--- src/rtl/chan_550_avgiq_capture.sv ---
// Averaged I/Q time-series capture for one channel into a 64-bit capture BRAM.
// Optional AVGIQ_TIMESTAMP_EN adds bram_ts: the sync-event count at each write.
module chan_550_avgiq_capture #(
  parameter int DATA_WIDTH = 16,
  parameter int CHAN_BITS  = 9,
  parameter int ADDR_WIDTH = 9
) (
  input  logic                         user_clk,
  input  logic                         user_rst,
  input  logic [31:0]                  ctrl_word,
  input  logic                         sync_in,
  input  logic                         din_valid,
  input  logic signed [DATA_WIDTH-1:0] i_in,
  input  logic signed [DATA_WIDTH-1:0] q_in,
  output logic                         bram_we,
  output logic [ADDR_WIDTH-1:0]        bram_addr,
  output logic [63:0]                  bram_data,
  output logic                         busy,
  output logic                         done
`ifdef AVGIQ_TIMESTAMP_EN
  ,
  output logic [31:0]                  bram_ts
`endif
);

  typedef enum logic [1:0] {
    IDLE,
    ARM,
    ACCUM,
    FIN
  } state_t;

  state_t state, state_d;

  logic                  start_q;
  logic [8:0]            chan_sel_q;
  logic [3:0]            log2_navg_q;
  logic [CHAN_BITS-1:0]  ch_cnt, idx;
  logic [31:0]           acc_i, acc_q;
  logic [31:0]           sum_i, sum_q;
  logic [15:0]           avg_cnt;
  logic [ADDR_WIDTH-1:0] wr_addr;
  logic                  start_edge, match, last;
  logic                  take, wr, clr, arm;
  logic                  unused_ctrl;

  assign unused_ctrl = ^{ctrl_word[30:13]};

  assign start_edge = ctrl_word[31] && !start_q;
  assign idx        = sync_in ? '0 : ch_cnt;
  assign match      = din_valid && (32'(idx) == 32'(chan_sel_q));
  assign sum_i      = acc_i + 32'(i_in);
  assign sum_q      = acc_q + 32'(q_in);
  assign last       = avg_cnt == ((16'd1 << log2_navg_q) - 16'd1);

  always_comb begin
    state_d = state;
    take    = 1'b0;
    clr     = 1'b0;
    arm     = 1'b0;
    unique case (state)
      IDLE: begin
        clr = 1'b1;
        if (start_edge) begin
          arm     = 1'b1;
          state_d = ARM;
        end
      end
      ARM: begin
        // the sync sample that arms the capture is itself a frame-0 sample
        if (din_valid && sync_in) begin
          take    = match;
          state_d = ACCUM;
        end
      end
      ACCUM: take = match;
      FIN: begin
        if (start_edge) begin
          arm     = 1'b1;
          clr     = 1'b1;
          state_d = ARM;
        end
      end
      default: state_d = IDLE;
    endcase
    wr = take && last;
    if (wr && (wr_addr == '1)) state_d = FIN;
  end

  always_ff @(posedge user_clk) begin
    if (user_rst) state <= IDLE;
    else          state <= state_d;
  end

  // start_q follows the pin through reset so a held start is not an edge
  always_ff @(posedge user_clk) begin
    start_q <= ctrl_word[31];
  end

  always_ff @(posedge user_clk) begin
    if (user_rst) begin
      chan_sel_q  <= '0;
      log2_navg_q <= '0;
    end else if (arm) begin
      chan_sel_q  <= ctrl_word[8:0];
      log2_navg_q <= ctrl_word[12:9];
    end
  end

  always_ff @(posedge user_clk) begin
    if (user_rst) begin
      ch_cnt    <= '0;
      acc_i     <= '0;
      acc_q     <= '0;
      avg_cnt   <= '0;
      wr_addr   <= '0;
      bram_we   <= 1'b0;
      bram_addr <= '0;
      bram_data <= '0;
      busy      <= 1'b0;
      done      <= 1'b0;
    end else begin
      if (din_valid) ch_cnt <= idx + CHAN_BITS'(1);
      bram_we <= wr;
      busy    <= (state_d == ARM) || (state_d == ACCUM);
      done    <= state_d == FIN;
      if (clr) begin
        acc_i   <= '0;
        acc_q   <= '0;
        avg_cnt <= '0;
        wr_addr <= '0;
      end else if (wr) begin
        acc_i     <= '0;
        acc_q     <= '0;
        avg_cnt   <= '0;
        wr_addr   <= wr_addr + ADDR_WIDTH'(1);
        bram_addr <= wr_addr;
        bram_data <= {sum_i, sum_q};
      end else if (take) begin
        acc_i   <= sum_i;
        acc_q   <= sum_q;
        avg_cnt <= avg_cnt + 16'd1;
      end
    end
  end

`ifdef AVGIQ_TIMESTAMP_EN
  logic [31:0] ts_cnt, ts_next;

  assign ts_next = ts_cnt + 32'(sync_in && din_valid);

  always_ff @(posedge user_clk) begin
    if (user_rst) begin
      ts_cnt  <= '0;
      bram_ts <= '0;
    end else begin
      ts_cnt <= ts_next;
      if (wr) bram_ts <= ts_next;
    end
  end
`endif

endmodule

--- config.mk ---
export PLATFORM = sky130hd
export DESIGN_NAME = chan_550_avgiq_capture
export DESIGN_NICKNAME = d
export VERILOG_FILES = /design/src/rtl/chan_550_avgiq_capture.sv
export SDC_FILE = /design/constraint.sdc
export NUM_CORES = 1
export LEC_CHECK = 0
export ABC_AREA = 1
export CAP_MARGIN = 20
export CORE_UTILIZATION = 46
export CTS_CLUSTER_DIAMETER = 40
export DETAILED_ROUTE_END_ITERATION = 16
export MAX_ROUTING_LAYER = met4
export PLACE_DENSITY = 0.77
export RECOVER_POWER = 25
export SLEW_MARGIN = 20
export SYNTH_ARGS = -nofsm -noshare
export SYNTH_HDL_FRONTEND = slang
export SYNTH_SLANG_ARGS = --single-unit
--- constraint.sdc ---
create_clock -name user_clk -period 3.1 [get_ports user_clk]
set_input_delay 0.62 -clock user_clk [delete_from_list [all_inputs] [get_ports user_clk]]
set_output_delay 0.62 -clock user_clk [all_outputs]
set_load 0.03 [all_outputs]
==> flow_summary.json, run 1 <==
{
  "clkTransAtPathRegs_ns": 0.08,
  "hpwl_um": 25900,
  "p_leak_nw": 6.62,
  "layout.nets": 2063,
  "p_sw_share_pct": 27.5,
  "grt_overflow": 0,
  "hold_ws_ns": 0.472,
  "grt_pass1_vias": 11372,
  "yosysTopAreaCellShare_pct": 32.1,
  "drv_cap": 0,
  "hold_viol_final": 0,
  "drtIter0Drc": 911,
  "synth_largest_area_cell": "dfxtp_1",
  "place_inst": 2231,
  "worst_pin_slew_ns": 0.841,
  "row_count": 58,
  "ioPinCount": 144,
  "post_synth_num_cell_types": 44,
  "gp_congestion": 0.949,
  "synth_top_flop_cell": "dfxtp_1",
  "netlist_instances": 1768,
  "status": "finished, final reports clean",
  "worstPathRequired_ns": 3.48,
  "p_switching_mw": 1.52,
  "grt_max_degree": 90,
  "area_growth_pct": 21.6,
  "fin_crit_ns": 2.81,
  "ys_async_sr_fraction_pct": 0,
  "fin_skew_ns": 0.0139,
  "max_clock_freq_mhz": 355,
  "h-tree-depth": 4,
  "synth_warnings": 0,
  "pwr-share-clk_pct": 42.8,
  "initial_core_util_pct": 46.9,
  "nFillCells": 2475,
  "finalWirelength_um": 34100,
  "ant_nets": 0,
  "track_usage_pct": 26.7,
  "die_area_um2": 26400,
  "sequentialPowerShare_pct": 44.6,
  "vias": 11994,
  "post-route-period-util_pct": 90.8,
  "drive_gt1_share_pct": 7.35,
  "synth_area_um2": 11900,
  "drv_slew": 0,
  "cts_made_buffers": 17,
  "ir_worst_vdd_v": 0.000308,
  "antenna_found_initial": 1,
  "portBuffers": 125,
  "hold_path_class": "register to register",
  "post_cts_resized": 0,
  "cts_hold_buf": 0,
  "end_kind": "register",
  "power_density_nw_per_um2": 385,
  "ys_seq_area_share_pct": 32.1,
  "die_h_um": 163,
  "core_area_um2": 25300,
  "post_cts_buffers": 0,
  "setup_viol": 0,
  "crit_fanout": 30,
  "final_cells": 2264,
  "avgViaCountPerCell": 5.30,
  "root_buffer": "clkbuf_16",
  "relSlewSlack_pct": 43.9,
  "p_int_mw": 4.03,
  "ys_ff_latch": 190,
  "die_w_um": 163,
  "insertion_delay_ns": 0.45,
  "clock_sinks": 190,
  "synth_fp_nets": 1911,
  "crit_type": "register to register",
  "synth_edf_count": 0,
  "combinationalPowerShare_pct": 12.6,
  "clockBufferDepth": 2,
  "grt_pass1_wl_um": 55100,
  "crit_path_start_kind": "register",
  "route.detailed.drc": 0,
  "synth_area_per_cell_um2": 6.71,
  "rsz0062_at_grt": "false",
  "post_drt_wl_per_cell_um": 15.1,
  "first_pass_iters": 5,
  "arrival_ns": 3.19,
  "synth_area_leaders": "dfxtp_1 (32%), nand2_1 (10%), nor2_1 (9.5%), ha_1 (7.7%), a21oi_1 (6.2%)",
  "cts_tree": "built"
}
-- state kept, by name (all words and copies together), names as in the netlist, 2 cells and up --
register,count
bram_addr,9
acc_i,32
ch_cnt,9
state,2
log2_navg_q,4
chan_sel_q,9
avg_cnt,16
bram_data,64
acc_q,32
wr_addr,9
-- layer usage --
metal | share of wire [%] | GRT usage [%] | vias up | wire (um)
met5 | 0 | - | - | 0
li1 | - | - | 6114 | -
met1 | 46 | 33.3 | 5479 | 15600
met4 | 3.0 | 10.1 | 0 | 1030
met2 | 46 | 43.7 | 331 | 15700
met3 | 5.3 | 3.87 | 70 | 1790
-- synthesized netlist by cell type (3+ instances only) --
cell / instances
nand2_1: 330
nor2_1: 300
dfxtp_1: 190
inv_1: 179
a21oi_1: 147
o21ai_0: 114
nand3_1: 80
ha_1: 73
o21ai_1: 56
xor2_1: 45
nand4_1: 36
clkbuf_1: 28
nor3_1: 18
xnor2_1: 17
a21oi_2: 16
a21o_1: 13
buf_2: 12
a211oi_1: 11
or2_2: 11
o21bai_1: 10
and2_1: 8
buf_6: 7
o21a_1: 7
a31oi_1: 6
inv_2: 6
buf_4: 5
nand2_2: 5
nor2_4: 5
nor4_1: 5
a21boi_0: 4
nand3b_1: 4
nor3b_1: 4
buf_1: 3
-- per-stage QoR --
step / instance area (um^2) / TNS [ns] / total power, mW / utilization (%) / setup slack (ns)
2_1_floorplan: 11900 / 0 / 2.99 / - / 0.483
3_3_place_gp: 13800 / -0.0822 / 3.22 / 54.6 / -0.0322
3_5_place_dp: 13800 / -0.0783 / 3.23 / 54.6 / -0.0331
4_1_cts: 14400 / 0 / 5.58 / 57.1 / 0.265
5_1_grt: 14400 / 0 / 5.76 / 57.1 / 0.0267
6_report: 14400 / 0 / 5.55 / 57.1 / 0.285
-- layout make-up --
class	count	area [um^2]	share of cell area, %
inverters	187	702	4.87
diodes	1	2.50	0.0174
clock buffers	19	443	3.07
multi-input cells	1335	7060	48.9
clock inverters	13	176	1.22
flip-flops and latches	190	3800	26.4
well taps	330	413	2.86
repair buffers	189	1820	12.6
-- worst paths after layout --
kind,start,to,slack (ns),depth (start not counted)
max,log2_navg_q[3]$_SDFFE_PP0P_,bram_data[5]$_SDFFE_PP0P_,0.29,15
min,acc_q[3]$_SDFFE_PP0P_,acc_q[3]$_SDFFE_PP0P_,0.47,2
max reg2reg,log2_navg_q[3]$_SDFFE_PP0P_,bram_data[5]$_SDFFE_PP0P_,0.29,15
min reg2reg,acc_q[3]$_SDFFE_PP0P_,acc_q[3]$_SDFFE_PP0P_,0.47,2
-- logic make-up after synthesis --
kind of cell    synth area share (%)
buf+inv                         8.43
flops                           32.1
fa+ha+maj                       8.04
xor+xnor                        4.58
simple gates                    28.9
compound gates                  18.0
-- power groups by stage --
| stage | clock network (mW) | logic [mW] | registers [mW] |
|---|---|---|---|
| 3_3_place_gp | 0 | 0.689 | 2.53 |
| 2_1_floorplan | 0 | 0.463 | 2.53 |
| 5_1_grt | 2.50 | 0.780 | 2.48 |
| 6_report | 2.38 | 0.702 | 2.48 |
| 4_1_cts | 2.40 | 0.699 | 2.48 |
| 3_5_place_dp | 0 | 0.692 | 2.53 |
-- placed cells by master (no fill, tap or decap), drive strengths merged, types with 2 or more instances in the layout --
cell type,instances
xnor2,17
nand2,335
o21bai,10
a21oi,163
nand4,36
o21ai,170
dlygate4sd3,52
a21o,13
buf,64
or2,11
dfxtp,190
a31oi,6
bufinv,3
clkinvlp,2
clkdlybuf4s50,73
o21a,7
and2,8
ha,73
nor3b,4
nor3,19
a21boi,4
a211oi,11
fa,2
nor4,5
nand3,80
clkinv,5
nand3b,5
clkbuf,19
xor2,45
inv,190
nor2,306
-- worst max-delay path, cell delays in order (launching register included) --
cell and delay [ns]:
dfxtp_1 0.42, nor2_4 0.17, nand2_1 0.12, ha_1 0.37
nand2_1 0.10, inv_1 0.05, nor3_1 0.11, o21ai_0 0.11
nor2_1 0.11, nand3_1 0.14, nor2_4 0.14, nand2_2 0.08
nor2_4 0.18, buf_4 0.33, o21ai_0 0.14, a21oi_1 0.17
Power figures use the tool's default switching activity.
==> inputs of run 2 (changes only) <==
- CAP_MARGIN: 20 -> unset
- DONT_BUFFER_PORTS: unset -> 1
- PLACE_DENSITY: 0.77 -> 0.7
==> run 2 against run 1 <==
Against the previous run:
- the run now ends with max-capacitance violations, max-slew violations left
- setup slack improved by 0.029 ns
- critical path type unchanged
- fmax grew 1.1%
- clock power decreased by 2%
- sequential cell count unchanged
- largest power group unchanged
- core utilization fell by 6.4 points
- clock-buffer cell count unchanged
- largest cell class unchanged
- final cell count shrank 7.3%
- critical path depth is the same
- worst hold slack worse by 0.27 ns
- non-clock buffer count decreased by 166
==> flow_summary.json, run 2 (synthesis results as in run 1) <==
{
  "status": "finished, violations left",
  "violations": "max-capacitance violations, max-slew violations",
  "drtIter0Drc": 738,
  "drv_slew": 90,
  "cts_hold_buf": 0,
  "grt_overflow": 0,
  "ant_nets": 0,
  "track_usage_pct": 25.4,
  "rsz0062_at_grt": "false",
  "end_kind": "register",
  "cts_tree": "built",
  "power_density_nw_per_um2": 422,
  "area_growth_pct": 7.99,
  "crit_path_start_kind": "register",
  "crit_start": "log2_navg_q[0]$_SDFFE_PP0P_",
  "avgViaCountPerCell": 5.38,
  "clock_sinks": 190,
  "layout.nets": 1897,
  "portBuffers": 0,
  "vias": 11287,
  "p_leak_nw": 5.77,
  "multi_input_area_um2": 7060,
  "rr_endpoint": "bram_data[22]$_SDFFE_PP0P_",
  "use_met2_pct": 41.1,
  "clockBufferDepth": 2,
  "post-route-period-util_pct": 89.8,
  "crit_type": "register to register",
  "max_clock_freq_mhz": 359,
  "hpwl_um": 24200,
  "drv_cap": 1,
  "antenna_found_initial": 2,
  "core_area_um2": 25300,
  "grt_max_degree": 90,
  "drive_gt1_share_pct": 5.60,
  "grt_pass1_vias": 10602,
  "utilization_pct": 50.7,
  "area.sequential_um2": 3800,
  "clkTransAtPathRegs_ns": 0.07,
  "largest-register": "bram_data",
  "route.detailed.drc": 0,
  "die_h_um": 163,
  "setup_viol": 0,
  "worstHoldPathCells": 0,
  "first_pass_iters": 5,
  "insertion_delay_ns": 0.44,
  "post_cts_resized": 0,
  "largest_reg_flops": 64,
  "fin_tns_setup_ns": 0,
  "finalPower_mw": 5.41,
  "ir_worst_vdd_v": 0.000321,
  "nFillCells": 2565,
  "hold_viol_final": 0,
  "layout_common_cells": "nand2_1 (330), nor2_1 (300), dfxtp_1 (190), inv_1 (180), a21oi_1 (147)",
  "root_buffer": "clkbuf_16",
  "row_count": 58,
  "grt_pass1_wl_um": 52500,
  "h-tree-depth": 4,
  "post_drt_wl_per_cell_um": 15.3,
  "finalWirelength_um": 32200,
  "relSlewSlack_pct": -11.1,
  "final_common_cell": "nand2_1",
  "arrival_ns": 3.16,
  "gr-usage-met1_pct": 31.4,
  "hold_path_class": "input port to register",
  "cts_made_buffers": 17,
  "worst-r2r-cell-count": 15,
  "r2r-start": "log2_navg_q[0]$_SDFFE_PP0P_",
  "ioPinCount": 144,
  "r2r_setup_slack_ns": 0.31,
  "die_area_um2": 26400,
  "crit_fanout": 60,
  "fin_skew_ns": 0.0130,
  "grt_busiest_layer": "met2",
  "worst_pin_slew_ns": 1.67,
  "die_w_um": 163,
  "initial_core_util_pct": 46.9,
  "gp_congestion": 0.954,
  "worstSetupEndpoint": "bram_data[22]$_SDFFE_PP0P_",
  "worstPathRequired_ns": 3.47,
  "reg.largest.list": "bram_data: 64 flops, acc_i: 32 flops, acc_q: 32 flops",
  "fin_crit_ns": 2.79,
  "grt_util_met3_pct": 5.76
}
==> run 2: changes by cell type in the layout (fill, tap and decap cells not counted), sizes merged <==
cell	change
diode	+1
clkinvlp	+1
buf	-42
clkbuf	+1
inv	-1
clkdlybuf4s50	-73
dlygate4sd3	-52
==> run 2: worst min path at each step <==
stage / slack, ns / endpoint / from
after global placement: 0.45 / wr_addr[7]$_SDFFE_PP0P_ / wr_addr[7]$_SDFFE_PP0P_
final: 0.20 / start_q$_DFF_P_ / ctrl_word[31]
after global routing: 0.18 / start_q$_DFF_P_ / ctrl_word[31]
after detailed placement: 0.46 / acc_i[2]$_SDFFE_PP0P_ / acc_i[2]$_SDFFE_PP0P_
after floorplan: 0.44 / chan_sel_q[3]$_SDFFE_PP0P_ / chan_sel_q[3]$_SDFFE_PP0P_
after CTS: 0.19 / start_q$_DFF_P_ / ctrl_word[31]
==> run 2: what timing repair did <==
| action | in CTS | in global routing |
|---|---|---|
| buffers inserted | 0 | 2 |
| hold endpoints to repair | 0 | 0 |
| endpoints found under the setup margin | 0 | 28 |
==> run 2: report_power, final <==
part	total [mW]	internal, mW	leakage [nW]	switching [mW]
registers	2.48	2.46	1.53	0.0222
clock network	2.33	1.29	0.288	1.04
logic	0.597	0.187	3.95	0.410
==> run 2: critical path, stage by stage (launching register included) <==
cell and delay [ns]:
dfxtp_1 0.38, nor2_1 0.22, nand2_1 0.12, ha_1 0.33, nand2_1 0.10, inv_1 0.05
nor3_1 0.13, o21ai_0 0.11, nor2_1 0.10, nand3_1 0.14, nor2_4 0.15, nand2_2 0.08
nor2_4 0.18, buf_12 0.30, o21ai_1 0.12, a21oi_2 0.19
==> run 2: area by class of cell <==
class,count,area share [%]
multi-input combinational,1335,55.1
clock buffer,19,3.38
antenna,2,0.0391
timing repair buffer,23,1.62
inverter,187,5.48
tap,330,3.23
clock inverter,13,1.42
sequential,190,29.7
==> run 2: metrics by stage <==
step / std cells / cell area (um^2) / hold slack (ns) / worst slack (ns)
global route: 2099 / 12800 / 0.177 / 0.0800
floorplan: 1768 / 11900 / 0.440 / 0.483
detailed placement: 2063 / 12200 / 0.460 / 0.121
global placement: 2063 / 12200 / 0.451 / 0.200
finish: 2099 / 12800 / 0.197 / 0.315
CTS: 2095 / 12800 / 0.186 / 0.223
==> run 2: layer usage <==
metal,share of wire (%),vias to the layer above
met4,2.4,0
met1,45,5121
met5,0,-
li1,-,5791
met2,46,306
met3,6.4,69
==> inputs of run 3 (changes only) <==
- TNS_END_PERCENT: unset -> 50
==> results of run 3 <==
Final layout, timing and power as in run 2 (identical DEF).
